**config.mk**
```make
export PLATFORM = sky130hd
export DESIGN_NAME = wb_fir_engine
export DESIGN_NICKNAME = d
export VERILOG_FILES = /design/src/rtl/wb_fir_engine.sv
export SDC_FILE = /design/constraint.sdc
export NUM_CORES = 2
export LEC_CHECK = 0
export BUFFER_PORTS_ARGS = -buffer_cell sky130_fd_sc_hd__clkbuf_2
export CAP_MARGIN = 20
export CELL_PAD_IN_SITES_DETAIL_PLACEMENT = 0
export CELL_PAD_IN_SITES_GLOBAL_PLACEMENT = 2
export CORE_AREA = 3 3 386 388
export DETAILED_ROUTE_END_ITERATION = 8
export DIE_AREA = 0 0 389 391
export GPL_TIMING_DRIVEN = 0
export PLACE_DENSITY = 0.88
export SLEW_MARGIN = 20
export SYNTH_ARGS = -nofsm -noshare
export SYNTH_HDL_FRONTEND = slang
export SYNTH_SLANG_ARGS = --single-unit
```
**constraint.sdc**
```tcl
create_clock -name wb_clk_i -period 14.3 [get_ports wb_clk_i]
set_input_delay 1.43 -clock wb_clk_i [delete_from_list [all_inputs] [get_ports wb_clk_i]]
set_output_delay 1.43 -clock wb_clk_i [all_outputs]
set_load 0.005 [all_outputs]
```
**src/rtl/wb_fir_engine.sv**
```systemverilog
// rtl/wb_fir_engine.sv - Wishbone-mapped sequential FIR multiply-accumulate engine
module wb_fir_engine #(
   parameter int          DATA_W    = 32,
   parameter int          NTAP      = 11,
   parameter logic [31:0] BASE_ADDR = 32'h3000_0000
) (
   input  logic        wb_clk_i,
   input  logic        wb_rst_i,
   input  logic        wbs_cyc_i,
   input  logic        wbs_stb_i,
   input  logic        wbs_we_i,
   input  logic [3:0]  wbs_sel_i,
   input  logic [31:0] wbs_adr_i,
   input  logic [31:0] wbs_dat_i,
   output logic        wbs_ack_o,
   output logic [31:0] wbs_dat_o,
   output logic        irq_o
);
   localparam int IDX_W = (NTAP > 1) ? $clog2(NTAP) : 1;
   localparam int TAP_W = $clog2(NTAP + 1);
   localparam logic [TAP_W-1:0] LAST_TAP = TAP_W'(NTAP);
   localparam logic [5:0]       NTAP_W6  = 6'(NTAP);

   typedef enum logic [2:0] {S_IDLE, S_WAIT_X, S_MAC, S_WAIT_Y, S_DONE} state_t;

   state_t            state, state_nxt;
   logic              ap_done;
   logic [DATA_W-1:0] len, cnt, acc, result, prod;
   logic [DATA_W-1:0] coef [NTAP];
   logic [DATA_W-1:0] hist [NTAP];
   logic [TAP_W-1:0]  tap;
   logic [5:0]        word, coef_off;
   logic [IDX_W-1:0]  coef_idx, tap_idx;
   logic              sel, hit_ctrl, hit_len, hit_coef, hit_x, hit_y;
   logic              ap_idle, x_ready, y_valid, stall, accept;
   logic              start, x_take, y_take, ctrl_rd, len_wr, coef_wr;
   logic [31:0]       rdata;
   logic              unused_ok;

   assign sel      = wbs_cyc_i & wbs_stb_i & (wbs_adr_i[31:8] == BASE_ADDR[31:8]);
   assign word     = wbs_adr_i[7:2];
   assign coef_off = word - 6'd16;
   assign coef_idx = coef_off[IDX_W-1:0];
   assign tap_idx  = tap[IDX_W-1:0];
   assign hit_ctrl = (word == 6'd0);
   assign hit_len  = (word == 6'd4);
   assign hit_x    = (word == 6'd32);
   assign hit_y    = (word == 6'd33);
   assign hit_coef = (word >= 6'd16) && (coef_off < NTAP_W6) && !hit_x && !hit_y;

   assign ap_idle  = (state == S_IDLE);
   assign x_ready  = (state == S_WAIT_X);
   assign y_valid  = (state == S_WAIT_Y);

   // X writes wait for WAIT_X and Y reads wait for the result while a job is mid-flight
   assign stall    = (hit_x && wbs_we_i && (state == S_MAC || state == S_WAIT_Y))
                  || (hit_y && !wbs_we_i && (state == S_WAIT_X || state == S_MAC));
   assign accept   = sel && !wbs_ack_o && !stall;
   assign start    = accept && wbs_we_i && hit_ctrl && wbs_dat_i[0] && ap_idle;
   assign x_take   = accept && wbs_we_i && hit_x && x_ready;
   assign y_take   = accept && !wbs_we_i && hit_y && y_valid;
   assign ctrl_rd  = accept && !wbs_we_i && hit_ctrl;
   assign len_wr   = accept && wbs_we_i && hit_len && ap_idle;
   assign coef_wr  = accept && wbs_we_i && hit_coef && ap_idle;

   assign prod      = coef[tap_idx] * hist[tap_idx];
   assign irq_o     = ap_done;
   assign unused_ok = ^{wbs_sel_i, wbs_adr_i[1:0]};

   // Read data mux; LEN and COEF are hidden while a job runs
   always_comb begin
      rdata = '0;
      if (hit_ctrl)
         rdata = {26'd0, y_valid, x_ready, 1'b0, ap_idle, ap_done, 1'b0};
      else if (hit_len && ap_idle)
         rdata = 32'(len);
      else if (hit_coef && ap_idle)
         rdata = 32'(coef[coef_idx]);
      else if (hit_y)
         rdata = 32'(result);
   end

   // Job sequencing: one sample in, NTAP taps plus a result write-back, one result out
   always_comb begin
      state_nxt = state;
      case (state)
         S_IDLE:   if (start) state_nxt = (len != '0) ? S_WAIT_X : S_DONE;
         S_WAIT_X: if (x_take) state_nxt = S_MAC;
         S_MAC:    if (tap == LAST_TAP) state_nxt = S_WAIT_Y;
         S_WAIT_Y: if (y_take) state_nxt = ((cnt + DATA_W'(1)) == len) ? S_DONE : S_WAIT_X;
         S_DONE:   state_nxt = S_IDLE;
         default:  state_nxt = S_IDLE;
      endcase
   end

   // State register
   always_ff @(posedge wb_clk_i) begin
      if (!wb_rst_i) state <= S_IDLE;
      else           state <= state_nxt;
   end

   // Bus handshake and register file; ap_done set takes priority over read-clear
   always_ff @(posedge wb_clk_i) begin
      if (!wb_rst_i) begin
         wbs_ack_o <= 1'b0;
         wbs_dat_o <= '0;
         ap_done   <= 1'b0;
         len       <= '0;
         for (int i = 0; i < NTAP; i++) coef[i] <= '0;
      end else begin
         wbs_ack_o <= accept;
         wbs_dat_o <= (accept && !wbs_we_i) ? rdata : '0;
         if (len_wr)  len <= wbs_dat_i[DATA_W-1:0];
         if (coef_wr) coef[coef_idx] <= wbs_dat_i[DATA_W-1:0];
         if (state == S_DONE)
            ap_done <= 1'b1;
         else if (ctrl_rd || (start && len != '0))
            ap_done <= 1'b0;
      end
   end

   // Sample history, tap sweep with wrapping accumulate, and the per-job sample counter
   always_ff @(posedge wb_clk_i) begin
      if (!wb_rst_i) begin
         for (int i = 0; i < NTAP; i++) hist[i] <= '0;
         cnt    <= '0;
         acc    <= '0;
         result <= '0;
         tap    <= '0;
      end else begin
         if (start && len != '0) begin
            for (int i = 0; i < NTAP; i++) hist[i] <= '0;
            cnt <= '0;
         end
         if (x_take) begin
            hist[0] <= wbs_dat_i[DATA_W-1:0];
            for (int i = 1; i < NTAP; i++) hist[i] <= hist[i-1];
            acc <= '0;
            tap <= '0;
         end
         if (state == S_MAC) begin
            if (tap == LAST_TAP) begin
               result <= acc;
            end else begin
               acc <= acc + prod;
               tap <= tap + TAP_W'(1);
            end
         end
         if (y_take) cnt <= cnt + DATA_W'(1);
      end
   end
endmodule

```
# ---- Yosys cells after proc, flatten, opt, wreduce, memory -nomap -nowiden
# Memories as Yosys holds them, arrays and structs flattened. A register that Yosys moved wholly into a read port is not among the register bits.
# Cells that the tools add are included.
# Widths: inputs -> output; s select.
dict set report word_totals {
  reg_bits 169
  output_inout_bits 34
  n_memories 2
  ram_bits 704
  inputBits 73
  wordCells 162
}
dict set report op_classes {
  bitwise 26
  n_mux 58
  n_reduce_logical 45
  n_mul 1
  n_eq_ne 14
  n_lt_le_gt_ge 2
  n_addsub 4
}
# name depth word_bits read_ports rd_ports_with_merged_regs write_ports line
set memory_table {}
lappend memory_table {coef 11 32 2 1 11 29} ;# logic [DATA_W-1:0] coef [NTAP];
lappend memory_table {hist 11 32 11 1 11 30} ;# logic [DATA_W-1:0] hist [NTAP];
# op count
set ops {}
lappend ops {{$mux 32} 31}
lappend ops {{$add 32x1->32 const B} 1}
lappend ops {{$add 32x32->32} 1}
lappend ops {{$eq 32x32->1} 1}
lappend ops {{$mul 32x32->32} 1}
lappend ops {{$reduce_bool 32->1} 1}
lappend ops {{$reduce_or 32->1} 1}
lappend ops {{$logic_and 1x1->1} 26}
lappend ops {{$eq 24x22->1 const B} 1}
lappend ops {{$mux 4} 6}
lappend ops {{$or 1x1->1} 22}
lappend ops {{$mux 3} 6}
lappend ops {{$mux 1} 13}
lappend ops {{$eq 6x6->1 const B} 2}
lappend ops {{$pmux 3 s4} 1}
lappend ops {{$ne 2x1->1 const B} 4}
lappend ops {{$eq 3x2->1 const B} 2}
lappend ops {{$eq 6x3->1 const B} 1}
lappend ops {{$ge 6x5->1 const B} 1}
lappend ops {{$logic_not 6->1} 1}
lappend ops {{$lt 6x4->1 const B} 1}
lappend ops {{$mux 6} 1}
lappend ops {{$sub 6x5->6 const B} 1}
lappend ops {{$logic_not 1->1} 5}
lappend ops {{other kinds (12)} 19}

# ---- Longest topological paths before layout
dict set report logic_depth {
  depth_word 16
  ltp_mapped 40
  depth_no_buf 33
}

# ---- Worst setup path after synthesis
# OpenSTA, ideal clock, no wires.
dict set report synth_path {
  path_type {in2reg}
  startpoint {input wbs_adr_i[2]}
  endpoint {memory hist[0][0], enable pin}
  required_time_ns 11.132
  n_path_buf 1
  slack_ns 1.402
  stages 7
  setup_time_ns 3.168
  t_arrival_ns 9.730
  cell_sequence {nor2_1 nand2_1 nor2_1 a2111oi_2 nand3_1 clkbuf_1 nand3_1}
}
# element line
set synth_lines {}
lappend synth_lines {{from (decl)} 13} ;# input logic [31:0] wbs_adr_i,
lappend synth_lines {{to (decl)} 30}

==> out/metrics.cfg <==
[worst_setup_path]
max_stage_delay_ps=790
crit_path_start_kind=register
cp_common_cell=fa_1
worstPathRequired_ps=14890
crit_fanout=10
worst-setup-path-type=reg2reg
cp_data_arrival_time_ps=12760
end_kind=register
cp_slowest_cell=clkbuf_1

[timing]
slew-limit-headroom_pct=15.4
fin_crit_sh_pct=85.1
period_minus_slack_ps=12160
rsz0062_at_grt=false
setup_viol=0
setup_tns_ps=0
holdWs_ps=463
tightest_slew_ps=1270
clock_skew_ps=48.3
final-hold-violation-count=0
slew_viol_final=0
clock.fmax_ghz=0.0822

[cts]
hold_buffers=0
cts_tree=built
cts_setup_buffers=0
cts_resized=0
htree_levels=3
clk_latency_ps=740
numCtsBuffers=102
clock_sinks=1033
root_buffer=clkbuf_16
path_clk_slew_ps=60
clockBufferDepth=3

[logic_synthesis]
synthCells=5377
synth_flop_cell=edfxtp_1
yosys_warnings=0
synthArstFlopShare_pct=0
avgSynthCellArea_um2=12.2
synth_seq_cells=1033
synth_cell_types=76
synth-edff-count=832
yosysSeqAreaShare_pct=44.3
syn-cell-area_mm2=0.0655

[layout]
layout-drive-gt1-share_pct=14.3
stdcell_count=7794
final_cell_mix=edfxtp_1, and2_1, inv_1
syn_to_final_growth_pct=12.4
fin_util_pct=50.6
final_common_cell=edfxtp_1
final_nets=6419

[grt]
grt_max_degree=55
grt_remaining_overflow=0
grt_pass1_vias=46300
grt_antenna_before_repair=10
grt_use_total_pct=31.0
grt_pass1_wl_mm=335

[place]
dp_hpwl_mm=175
dpl.cell_count=7593
gp_congestion=0.936
io_buffers=99

[die]
die_area_mm2=0.152
fp.dieW_um=389
die_h_um=391
io_pins=107
row_count=140
start_util_pct=45.0
core_mm2=0.146

[detailed_routing]
postRouteAntennaNets=0
drc=0
first_iter_violations=5960
wl_mm=235
via_per_inst=5.89
vias=45900
first_pass_iters=6
routedWlPerCell_um=30.2

[flow_run]
drv_cap=0

[status]
status=finished, final reports clean

[power]
power_w=0.0167
peakVddDrop_uv=563
leakage_nw=27.9
power_density_mw_per_mm2=226

[min_path]
hp-class=reg2reg

==> metrics by stage <==
| stage | cell area, um2 | setup WS (ps) |
|---|---|---|
| finish | 73700 | 2140 |
| detailed placement | 70100 | 2270 |
| floorplan | 66100 | 1400 |
| CTS | 73600 | 2220 |
| global route | 73700 | 1880 |
| global placement | 69000 | -4680 |
==> cell usage after synthesis (20+ instances only) <==
| master | instances | share of area (%) |
|---|---|---|
| edfxtp_1 | 832 | 38 |
| clkbuf_1 | 292 | 1.7 |
| nor4_1 | 22 | 0.21 |
| a21oi_1 | 224 | 1.7 |
| mux2i_1 | 53 | 0.81 |
| xor2_1 | 37 | 0.49 |
| or2_2 | 34 | 0.32 |
| a22oi_1 | 62 | 0.71 |
| buf_1 | 20 | 0.11 |
| nand2b_1 | 135 | 1.3 |
| nor2_1 | 393 | 2.3 |
| nand2_1 | 435 | 2.5 |
| and2_1 | 598 | 5.7 |
| mux4_2 | 339 | 12 |
| nor2b_1 | 46 | 0.44 |
| fa_1 | 438 | 13 |
| nor3_1 | 27 | 0.21 |
| dfxtp_1 | 201 | 6.1 |
| o21ai_0 | 58 | 0.44 |
| nand3_1 | 50 | 0.38 |
| mux2_2 | 43 | 0.74 |
| inv_1 | 556 | 3.2 |
| ha_1 | 126 | 2.4 |
| xnor2_1 | 97 | 1.3 |
==> where the power goes <==
part / internal (W) / total (W) / switching, W
Combinational: 0.00430 / 0.0103 / 0.00601
Clock: 0.00168 / 0.00293 / 0.00125
Sequential: 0.00336 / 0.00342 / 0.0000593
==> critical path: cells and delay by family, from the launching register on <==
family	cells	cell delay (ps)
fa+ha+maj	9	4380
buf+inv	13	4170
compound gates	11	1910
flops	1	570
mux	2	560
xor+xnor	1	200
simple gates	2	190
==> final cells by class <==
type                       instances  area [um2]
antenna                            7        17.5
buffer                           372        1810
clock buffer                     121        2700
clock inverter                    71         875
fill                           12900       72000
inverter                         557        2090
multi-input combinational       3574       33500
sequential                      1033       29000
tap                             1917        2400
timing repair buffer             142        1310
==> registers in the layout (all words and copies together), names as in the netlist, 4 cells and up <==
register,count
cnt,32
len,32
wbs_dat_o,32
result,32
tap,4
acc,32
hist,352
coef,512
==> metal layers <==
layer	GRT usage (%)	vias up	share of wire (%)
met5	0	-	0.012
met4	17.1	4	6.5
met3	7.32	556	11
met2	48.2	2713	45
met1	40.3	23600	37
li1	-	19100	-
==> final timing paths <==
kind	startpoint	endpoint	slack, ps	cells past startpoint
worst max-delay path	tap[1]	acc[31]	2140	38
worst min-delay path	result[30]	result[30]	460	2
worst min register to register	result[30]	result[30]	460	2
worst max register to register	tap[1]	acc[31]	2140	38
==> cell families after synthesis <==
| kind of cell | after synthesis | synth area share (%) |
|---|---|---|
| other | 1 | 0.00572 |
| flip-flops | 1033 | 44.3 |
| AO/OA/AOI/OAI | 455 | 4.30 |
| multiplexers | 452 | 13.9 |
| buffers and inverters | 929 | 5.90 |
| adder cells (fa/ha/maj) | 564 | 15.8 |
| XOR/XNOR | 136 | 1.86 |
| AND/OR/NAND/NOR | 1807 | 14.0 |
Note: power is estimated with default switching activity, not from simulation.
